File: src/rtl/iter_div_core.sv
// Multi-cycle radix-2 restoring divider with AXI-stream-style operand inputs and a
// one-cycle result strobe. SIGNED selects two's-complement (div) or unsigned (divu).
module iter_div_core #(
    parameter int unsigned SIGNED = 0
) (
    input  logic        clk,
    input  logic        resetn,
    input  logic [31:0] s_axis_divisor_tdata,
    input  logic        s_axis_divisor_tvalid,
    output logic        s_axis_divisor_tready,
    input  logic [31:0] s_axis_dividend_tdata,
    input  logic        s_axis_dividend_tvalid,
    output logic        s_axis_dividend_tready,
    output logic [63:0] m_axis_dout_tdata,
    output logic        m_axis_dout_tvalid
);

    localparam bit IsSigned = (SIGNED != 0);

    typedef enum logic [1:0] {StIdle, StCalc, StDone} state_e;

    state_e      state_q, state_d;
    logic        dvs_flag_q, dvs_flag_d;
    logic        dvd_flag_q, dvd_flag_d;
    logic [31:0] dvs_q, dvs_d;
    logic [31:0] dvd_q, dvd_d;
    logic [31:0] rem_q, rem_d;
    logic [4:0]  cnt_q, cnt_d;
    logic        qneg_q, qneg_d;
    logic        rneg_q, rneg_d;
    logic [63:0] dout_q, dout_d;
    logic        dout_valid_q, dout_valid_d;

    logic        dvs_fire, dvd_fire;
    logic [31:0] dvs_raw, dvd_raw;
    logic [32:0] partial, trial;
    logic        qbit;
    logic [31:0] rem_next, quo_next;

    function automatic logic [31:0] mag(input logic [31:0] x);
        return (IsSigned && x[31]) ? (~x + 32'd1) : x;
    endfunction

    assign s_axis_divisor_tready  = (state_q == StIdle) && !dvs_flag_q;
    assign s_axis_dividend_tready = (state_q == StIdle) && !dvd_flag_q;
    assign m_axis_dout_tdata      = dout_q;
    assign m_axis_dout_tvalid     = dout_valid_q;

    // During CALC dvd_q doubles as the dividend shift-out / quotient shift-in register.
    always_comb begin
        dvs_fire = (state_q == StIdle) && s_axis_divisor_tvalid && !dvs_flag_q;
        dvd_fire = (state_q == StIdle) && s_axis_dividend_tvalid && !dvd_flag_q;
        dvs_raw  = dvs_fire ? s_axis_divisor_tdata : dvs_q;
        dvd_raw  = dvd_fire ? s_axis_dividend_tdata : dvd_q;
        partial  = {rem_q, dvd_q[31]};
        trial    = partial - {1'b0, dvs_q};
        qbit     = ~trial[32];
        rem_next = qbit ? trial[31:0] : partial[31:0];
        quo_next = {dvd_q[30:0], qbit};
    end

    always_comb begin
        state_d      = state_q;
        dvs_flag_d   = dvs_flag_q;
        dvd_flag_d   = dvd_flag_q;
        dvs_d        = dvs_q;
        dvd_d        = dvd_q;
        rem_d        = rem_q;
        cnt_d        = cnt_q;
        qneg_d       = qneg_q;
        rneg_d       = rneg_q;
        dout_d       = dout_q;
        dout_valid_d = 1'b0;
        case (state_q)
            StIdle: begin
                if (dvs_fire) begin
                    dvs_flag_d = 1'b1;
                    dvs_d      = s_axis_divisor_tdata;
                end
                if (dvd_fire) begin
                    dvd_flag_d = 1'b1;
                    dvd_d      = s_axis_dividend_tdata;
                end
                if ((dvs_flag_q || dvs_fire) && (dvd_flag_q || dvd_fire)) begin
                    state_d = StCalc;
                    dvs_d   = mag(dvs_raw);
                    dvd_d   = mag(dvd_raw);
                    rem_d   = 32'd0;
                    cnt_d   = 5'd0;
                    qneg_d  = IsSigned && (dvd_raw[31] ^ dvs_raw[31]);
                    rneg_d  = IsSigned && dvd_raw[31];
                end
            end
            StCalc: begin
                rem_d = rem_next;
                dvd_d = quo_next;
                cnt_d = cnt_q + 5'd1;
                if (cnt_q == 5'd31) begin
                    state_d      = StDone;
                    cnt_d        = 5'd0;
                    dout_d       = {qneg_q ? (~quo_next + 32'd1) : quo_next,
                                    rneg_q ? (~rem_next + 32'd1) : rem_next};
                    dout_valid_d = 1'b1;
                end
            end
            StDone: begin
                state_d    = StIdle;
                dvs_flag_d = 1'b0;
                dvd_flag_d = 1'b0;
            end
            default: state_d = StIdle;
        endcase
    end

    always_ff @(posedge clk or negedge resetn) begin
        if (!resetn) begin
            state_q      <= StIdle;
            dvs_flag_q   <= 1'b0;
            dvd_flag_q   <= 1'b0;
            dvs_q        <= 32'd0;
            dvd_q        <= 32'd0;
            rem_q        <= 32'd0;
            cnt_q        <= 5'd0;
            qneg_q       <= 1'b0;
            rneg_q       <= 1'b0;
            dout_q       <= 64'd0;
            dout_valid_q <= 1'b0;
        end else begin
            state_q      <= state_d;
            dvs_flag_q   <= dvs_flag_d;
            dvd_flag_q   <= dvd_flag_d;
            dvs_q        <= dvs_d;
            dvd_q        <= dvd_d;
            rem_q        <= rem_d;
            cnt_q        <= cnt_d;
            qneg_q       <= qneg_d;
            rneg_q       <= rneg_d;
            dout_q       <= dout_d;
            dout_valid_q <= dout_valid_d;
        end
    end

endmodule

File: config.mk
export PLATFORM = sky130hd
export DESIGN_NAME = iter_div_core
export DESIGN_NICKNAME = d
export VERILOG_FILES = /design/src/rtl/iter_div_core.sv
export SDC_FILE = /design/constraint.sdc
export NUM_CORES = 1
export LEC_CHECK = 0
export CORE_MARGIN = 2
export CORE_UTILIZATION = 50
export DETAILED_ROUTE_END_ITERATION = 12
export PLACE_DENSITY = 0.75
export SYNTH_ARGS = -nofsm -noshare
export SYNTH_HDL_FRONTEND = slang
export SYNTH_SLANG_ARGS = --single-unit
File: constraint.sdc
create_clock -name clk -period 5.15 [get_ports clk]
set_clock_uncertainty 0.2 [all_clocks]
set_input_delay 0.515 -clock clk [delete_from_list [all_inputs] [get_ports clk]]
set_output_delay 0.515 -clock clk [all_outputs]
set_load 0.02 [all_outputs]
Word level (Yosys, flattened, before mapping)
Cells that the tools add are included.
{"block": "word_totals", "register_bits": 170, "input_bits": 68, "output_inout_bits": 67, "elab_cells": 57}
{"block": "op_classes", "addsub": 2, "n_eq_ne": 7, "mux": 17, "bitwise_logic": 1, "reduce_logical": 21}
{"op": "$pmux 32 s2", "count": 2}
{"op": "$mux 32", "count": 3}
{"op": "$sub 33x32->33", "count": 1}
{"op": "$reduce_and 2->1", "count": 7}
{"op": "$mux 5", "count": 2}
{"op": "$pmux 5 s2", "count": 1}
{"op": "$logic_and 1x1->1", "count": 7}
{"op": "$ne 2x2->1 const B", "count": 3}
{"op": "$add 5x1->5 const B", "count": 1}
{"op": "$eq 5x5->1 const B", "count": 1}
{"op": "$mux 1", "count": 4}
{"op": "$mux 2", "count": 2}
{"op": "$pmux 1 s2", "count": 2}
{"op": "$pmux 2 s2", "count": 1}
{"op": "$reduce_bool 2->1", "count": 2}
{"op": "$eq 2x1->1 const B", "count": 1}
{"op": "$eq 2x2->1 const B", "count": 1}
{"op": "$logic_not 1->1", "count": 2}
{"op": "$logic_not 2->1", "count": 1}
{"op": "$logic_or 1x1->1", "count": 2}
{"op": "$ne 2x1->1 const B", "count": 1}
{"op": "$not 1->1", "count": 1}

Logic depth before layout (Yosys ltp)
Gate-level depths: netlist of run 1.
{"block": "depth", "ltp_word": 7, "ltp_mapped": 14, "ltp_nobuf": 12}

Worst setup path after synthesis of run 1
No wires, ideal clock.
{"block": "synth_path", "kind": "register to register", "start": "register dvs_q[0]", "end": "register rem_q[3]", "setup_ps": 135, "arrival_time_ps": 2722, "t_required_ps": 4815, "slack_ps": 2093, "path_stages_with_launch": 14, "n_path_buf": 2, "synth_period_minus_slack_ps": 3057, "path_cell_list": "dfrtp_1 > ha_1 > fa_1 > nor2b_4 > o211ai_2 > a31oi_2 > o21a_4 > a221oi_4 > and2_1 > a311o_1 > buf_6 > buf_8 > mux2i_1 > o21ai_1"}
{"block": "synth_between", "elab_chain_len": 3}
{"item": "start, declared", "line": "25", "text": "logic [31:0] dvs_q, dvs_d;"}
{"item": "start signal, assigned", "line": "132", "text": "dvs_q <= dvs_d;"}
{"item": "$sub 33x32->33", "line": "56", "text": "trial = partial - {1'b0, dvs_q};"}
{"item": "$mux 32", "line": "58", "text": "rem_next = qbit ? trial[31:0] : partial[31:0];"}
{"item": "$pmux 32 s2", "line": "74", "text": "case (state_q)"}
{"item": "end signal, assigned", "line": "134", "text": "rem_q <= rem_d;"}
{"item": "end, declared", "line": "27", "text": "logic [31:0] rem_q, rem_d;"}
No other way between the ends.
A chain may end at the register's enable or synchronous reset.

Worst setup path in the final report of run 1
{"block": "layout_path", "start": "register dvd_q[31]", "end": "register dout_q[7], in the netlist m_axis_dout_tdata[7]"}
{"block": "layout_between", "elab_chain_len": 2}
{"item": "start, declared", "line": "26", "text": "logic [31:0] dvd_q, dvd_d;"}
{"item": "start signal, assigned", "line": "133", "text": "dvd_q <= dvd_d;"}
{"item": "$sub 33x32->33", "line": "56"}
{"item": "$mux 32", "line": "58"}
{"item": "end signal, assigned", "line": "138", "text": "dout_q <= dout_d;"}
{"item": "end, declared", "line": "31", "text": "logic [63:0] dout_q, dout_d;"}
No other way between the ends.

==> results of run 1 <==
==> routing by layer <==
metal / GRT usage, % / wire length, um / share of wire, %
met4: 6.83 / 289 / 1.4
met2: 36.9 / 9230 / 46
met5: 0 / 0 / 0
met1: 30.1 / 9440 / 47
met3: 6.67 / 1220 / 6.0
==> worst paths after layout <==
kind,from,endpoint,cells after the start
hold reg to reg,m_axis_dout_tdata[57],m_axis_dout_tdata[57],2
setup / recovery,dvd_q[31],m_axis_dout_tdata[7],13
setup reg to reg,dvd_q[31],m_axis_dout_tdata[7],13
min in group clk,m_axis_dout_tdata[57],m_axis_dout_tdata[57],2
max in group asynchronous,resetn,m_axis_dout_tdata[35],2
hold / removal,resetn,rem_q[6],1
==> power groups by stage <==
stage / logic (mW) / clock network, mW / registers, mW
after global routing: 4.06 / 1.56 / 2.09
final: 3.63 / 1.48 / 2.04
after floorplan: 2.89 / 0 / 2.02
after global placement: 3.51 / 0 / 2.04
after CTS: 3.64 / 1.50 / 2.04
after detailed placement: 3.62 / 0 / 2.05
==> area by class of cell <==
type / instances / area [um^2] / share of cell area (%)
clock buffers: 17 / 425 / 3.88
clock inverters: 15 / 262 / 2.39
inverters: 46 / 173 / 1.58
multi-input cells: 690 / 4160 / 38.0
flip-flops and latches: 170 / 4250 / 38.8
well taps: 225 / 282 / 2.57
repair buffers: 141 / 1400 / 12.7
==> Yosys cell counts (5+ instances only) <==
| cell | count |
|---|---|
| a21oi_1 | 35 |
| o21a_1 | 10 |
| nor2b_1 | 7 |
| and2_1 | 6 |
| ha_1 | 34 |
| nand4_1 | 8 |
| dfrtp_1 | 170 |
| o21ai_0 | 81 |
| inv_1 | 45 |
| nand3_1 | 7 |
| clkbuf_1 | 39 |
| a211oi_1 | 5 |
| nor3_1 | 8 |
| a21o_1 | 10 |
| o21ai_2 | 8 |
| nand2_1 | 247 |
| nor2_1 | 21 |
| buf_2 | 5 |
| mux2i_1 | 57 |
| xnor2_1 | 24 |
| o21ai_1 | 59 |
==> worst max-delay path, cell delays in order, from the launching register on <==
cell	delay [ns]
dfrtp_1	0.36
inv_1	0.10
ha_1	0.21
fa_1	0.27
nor2b_4	0.06
o211ai_2	0.18
a31oi_2	0.16
o21a_4	0.27
a221oi_4	0.25
and2_1	0.25
a311o_2	0.63
buf_4	0.41
mux2i_1	0.29
o21ai_1	0.09
==> logic make-up after synthesis <==
group,Yosys count,synth area share (%)
compound gates,244,16.6
xor+xnor,28,2.79
fa+ha+maj,35,5.07
buf+inv,97,4.64
flops,170,48.4
mux,63,7.43
simple gates,320,15.1
==> metrics by stage <==
step	utilization, %	std cells	instance area (um^2)	hold slack [ns]	power, mW
after global routing	63.5	1304	11000	0.0238	7.71
after CTS	63.5	1304	11000	0.000218	7.17
after detailed placement	59.6	1272	10300	0.261	5.66
final	63.5	1304	11000	-0.0371	7.15
after floorplan	-	957	8790	0.0194	4.92
after global placement	59.6	1272	10300	0.258	5.55
==> state kept, by name (all words and copies together), names as in the netlist <==
register and count:
state_q 2, cnt_q 5, m_axis_dout_tdata 64, dvs_flag_q 1, dvs_q 32, dvd_flag_q 1, m_axis_dout_tvalid 1, rem_q 32
dvd_q 32
==> results.tsv, run 1 <==
metric	value	unit
status	finished, violations left	
failing checks	hold timing	
die area	18700	um^2
vias	6957	
vias in the first global route	7023	
Post-route DRC	0	
Peak VDD IR	0.353	mV
post-synthesis instance total	957	
fillcell total	1410	
Worst setup EP type	flip-flop	
worst rel slew slack	29.8	%
GRT Total Usage	22.9	%
WL final	20200	um
sequential fraction of the synthesis area	48.4	%
Final Hold Viols	40	
clk_lat worst skew	0.42	ns
worst slew pin tran	1.05	ns
yosys warns	0	
post-route ant nets	0	
Worst Path Required	5.22	ns
Max clock buf depth	2	
Post-synth EDFFs	0	
drt wl/cell	15.5	um
Max Cap Violations	0	
drt first pass iters	5	
cts bufs inserted	17	
Final period util	76.2	%
Synth area leaders	dfrtp_1 (48%), nand2_1 (11%), mux2i_1 (6.5%)	
most common cell after layout, fill and taps aside	nand2_1	
WP data arrival	3.99	ns
setup TNS	0	ns
Post-Syn Nets	1060	
CTS root buffer	clkbuf_16	
Hold WC Path Type	primary input to asynchronous set/reset pin	
Most used DFF post-synth	dfrtp_1	
Synth-to-Final Area Change	24.5	%
IO buf count	134	
most frequent cells in the layout	nand2_1 (246), dfrtp_1 (170), clkdlybuf4s50_1 (133), o21ai_0 (81), o21ai_1 (59)	
final worst slack	1.23	ns
Pint	4.26	mW
Die Ht	137	um
Remaining Overflow, GRT	0	
pre-CTS WS	1.28	ns
Gate power share	50.8	%
switching share of power	40.4	%
FF+latch count, synth	170	
first-pass GRT wire length	34000	um
post-CTS setup repair buffer count	0	
Avg Cell Area, Syn	9.19	um^2
crit start category	flip-flop	
Die Wd	137	um
leakage power figure	4.93	nW
routability cong.	0.876	
fin. max-slew vios	0	
1st-iter DRT viols	359	
Hold WS	-0.0371	ns
share of layout cells above drive strength 1	6.21	%
switching power	2.89	mW
H-tree levels	4	
Syn Std Cell Area	8790	um^2
site row count	48	
Core Area	17200	um^2
count of different cell masters after synthesis	59	
TritonCTS clock tree	yes	
total clock sinks	170	
I/O pin total	135	
Resize count post-CTS	0	
area share of the largest cell type after synthesis	48.4	%
Fmax	255	MHz
Antenna diodes	0	
DPL Wire Length	13800	um
Pwr Density	653	nW/um^2
initial antenna violation count	0	
routed vias/inst	5.34	
RSZ-0062 raised after global routing	no	
final number of setup-violating endpoints	0	
Max FO, Critical Path	20	
final net count	1169	
largest net degree at the start of global routing	97	
Clock Pin Slew Worst Setup and Hold Paths	0.07	ns
area leader, netlist	dfrtp_1	
Final Critical Period	3.92	ns
Clk network pwr share	20.7	%
Setup CP Type	flip-flop to flip-flop	
worst reg-to-reg setup slack	1.23	ns
hold_buf cts	0	
ys async rst share	100	%
Initial Util	51.0	%
sequential power share	28.5	%
No activity file was read; power rests on OpenSTA's default activity.
==> inputs of run 2 (changes only) <==
--- a/config.mk
+++ b/config.mk
@@ -6,9 +6,9 @@
 export NUM_CORES = 1
 export LEC_CHECK = 0
 export CORE_MARGIN = 2
-export CORE_UTILIZATION = 50
+export CORE_UTILIZATION = 49
 export DETAILED_ROUTE_END_ITERATION = 12
-export PLACE_DENSITY = 0.75
+export PLACE_DENSITY = 0.76
 export SYNTH_ARGS = -nofsm -noshare
 export SYNTH_HDL_FRONTEND = slang
 export SYNTH_SLANG_ARGS = --single-unit
==> constraint.sdc (replaced) <==
create_clock -name clk -period 3.5 [get_ports clk]
set_clock_uncertainty 0.2 [all_clocks]
set_input_delay 0.35 -clock clk [delete_from_list [all_inputs] [get_ports clk]]
set_output_delay 0.35 -clock clk [all_outputs]
set_load 0.02 [all_outputs]
==> run 2 against run 1 <==
Net effect: the flow now finishes without violations; register-to-register slack got worse by 1.1 ns; fmax increased by 17%; worst hold slack improved by 0.32 ns; die area increased by 2.0%; combinational power increased by 51%; core utilization decreased by 0.64 points; cell count increased by 0.92%; first-iteration DRC count increased by 28%; flip-flop and latch count unchanged; final area about the same; total power increased by 44%; largest power group unchanged; highest routed layer unchanged.
==> results.tsv, run 2 (synthesized netlist as in run 1, its figures left out) <==
metric	value	unit	change
worst setup path start	dvs_q[0]		
drt first pass iters	5		unchanged
max reg flops	64		unchanged
largest net degree at the start of global routing	97		unchanged
WL final	20200	um	about the same
1st-iter DRT viols	460		+28%
worst rel slew slack	29.3	%	-0.53 points
Setup CP Type	flip-flop to flip-flop		
Max clock buf depth	2		unchanged
fin. max-slew vios	0		unchanged
Synth-to-Final Area Change	24.6	%	about the same
reg-to-reg startpoint	dvs_q[0]		
Die Wd	138	um	+0.98%
status	finished clean		
Worst R2R Path Depth	12		-1
Die Ht	138	um	+0.98%
Peak VDD IR	0.714	mV	+100%
Final period util	95.4	%	+19 points
RR Endpoint	m_axis_dout_tdata[19]		
Initial Util	50.5	%	-0.53 points
CP endpoint	m_axis_dout_tdata[19]		
drt wl/cell	15.3	um	-0.85%
final number of setup-violating endpoints	0		unchanged
Max FO, Critical Path	14		-30%
share of layout cells above drive strength 1	7.24	%	+1.0 points
routed vias/inst	5.35		+0.21%
crit start category	flip-flop		
TritonCTS clock tree	yes		
leakage power figure	4.96	nW	+0.49%
first-pass GRT wire length	33200	um	-2.1%
cts bufs inserted	17		unchanged
post-route ant nets	0		unchanged
site row count	48		unchanged
fillcell total	1482		+5.1%
vias in the first global route	6929		-1.3%
H-tree levels	4		unchanged
Reg area	4250	um^2	unchanged
Clock Pin Slew Worst Setup and Hold Paths	0.06	ns	about the same
setup TNS	0	ns	unchanged
clk_lat worst skew	0.43	ns	about the same
IO buf count	134		unchanged
Final Critical Period	3.34	ns	-0.583 ns
Antenna diodes	0		unchanged
Fmax	299	MHz	+17%
Final Hold Viols	0		-100%
Core Area	17400	um^2	+1.0%
GRT Total Usage	22.1	%	-0.77 points
DPL Wire Length	14000	um	+1.3%
Pwr Density	940	nW/um^2	+44%
RSZ-0062 raised after global routing	no		
most frequent cells in the layout	nand2_1 (246), dfrtp_1 (170), clkdlybuf4s50_1 (133), o21ai_0 (81), o21ai_1 (59)		
Remaining Overflow, GRT	0		unchanged
routability cong.	0.935		+6.8%
total power	10.3	mW	+44%
I/O pin total	135		unchanged
Worst Path Required	3.57	ns	-1.65 ns
worst slew pin tran	1.06	ns	+0.00790 ns
Worst setup EP type	flip-flop		
initial antenna violation count	0		unchanged
final net count	1181		+1.0%
CTS root buffer	clkbuf_16		
vias	7036		+1.1%
most common cell after layout, fill and taps aside	nand2_1		
total clock sinks	170		unchanged
worst reg-to-reg setup slack	0.16	ns	-1.07 ns
Post-route DRC	0		unchanged
die area	19000	um^2	+2.0%
Hold WC Path Type	flip-flop to flip-flop		
multi-input logic area	4160	um^2	about the same
Max Cap Violations	0		unchanged
WP data arrival	3.41	ns	-0.58 ns
[run 2: timing repair]
item | 4_1_cts | 5_1_grt
endpoints found under the setup margin | 0 | 1
hold buffers | 1 | 0
buffers inserted | 0 | 0
endpoints found under the hold margin | 84 | 0
resized for setup | 0 | 1
[run 2: layout make-up]
cell class,count,area share (%)
Clock buffer,17,3.88
Clock inverter,15,1.26
Inverter,46,1.58
Multi-Input combinational cell,690,38.0
Sequential cell,170,38.8
Tap cell,225,2.57
Timing Repair Buffer,153,13.9
[run 2: routing by layer]
layer / global-route usage, % / vias up / wire length, um
li1: - / 3499 / -
met1: 28.7 / 3345 / 9240
met2: 35.6 / 170 / 9320
met3: 7.38 / 22 / 1370
met4: 6.29 / 0 / 258
met5: 0 / - / 0
[run 2: worst min-delay path by stage]
| stage | start | to | slack, ns | cells after the start |
|---|---|---|---|---|
| final | m_axis_dout_tdata[38] | m_axis_dout_tdata[38] | 0.28 | 2 |
| after global routing | s_axis_divisor_tdata[22] | dvs_q[22] | 0.29 | 3 |
| after CTS | s_axis_divisor_tdata[6] | dvs_q[6] | 0.28 | 3 |
| after detailed placement | resetn | dvs_q[7] | 0.26 | 1 |
| after global placement | m_axis_dout_tdata[61] | m_axis_dout_tdata[61] | 0.26 | 2 |
| after floorplan | resetn | cnt_q[0] | -0.15 | 0 |
[run 2: critical path: stages, from the launching register on]
cell and delay, ns:
dfrtp_1 0.38, ha_1 0.23, fa_1 0.45, nor2b_4 0.15
o211ai_2 0.10, a31oi_2 0.25, o21a_4 0.21, a221oi_4 0.07
and2_1 0.21, a311o_2 0.36, buf_4 0.23, mux2i_1 0.25
o21ai_1 0.08
[run 2: metrics by stage]
step,setup slack [ns],utilization [%],hold slack (ns),cells,instance area [um^2]
global placement,0.259,59.6,0.261,1283,10400
detailed placement,0.169,59.6,0.261,1283,10400
CTS,0.151,62.9,0.275,1316,11000
floorplan,0.443,-,-0.146,957,8790
finish,0.160,62.9,0.280,1316,11000
global route,0.00178,62.9,0.290,1316,11000
[run 2: power by group]
| part | switching, mW | internal (mW) |
|---|---|---|
| clock network | 0.825 | 0.992 |
| logic | 3.06 | 2.42 |
| registers | 0.405 | 2.59 |
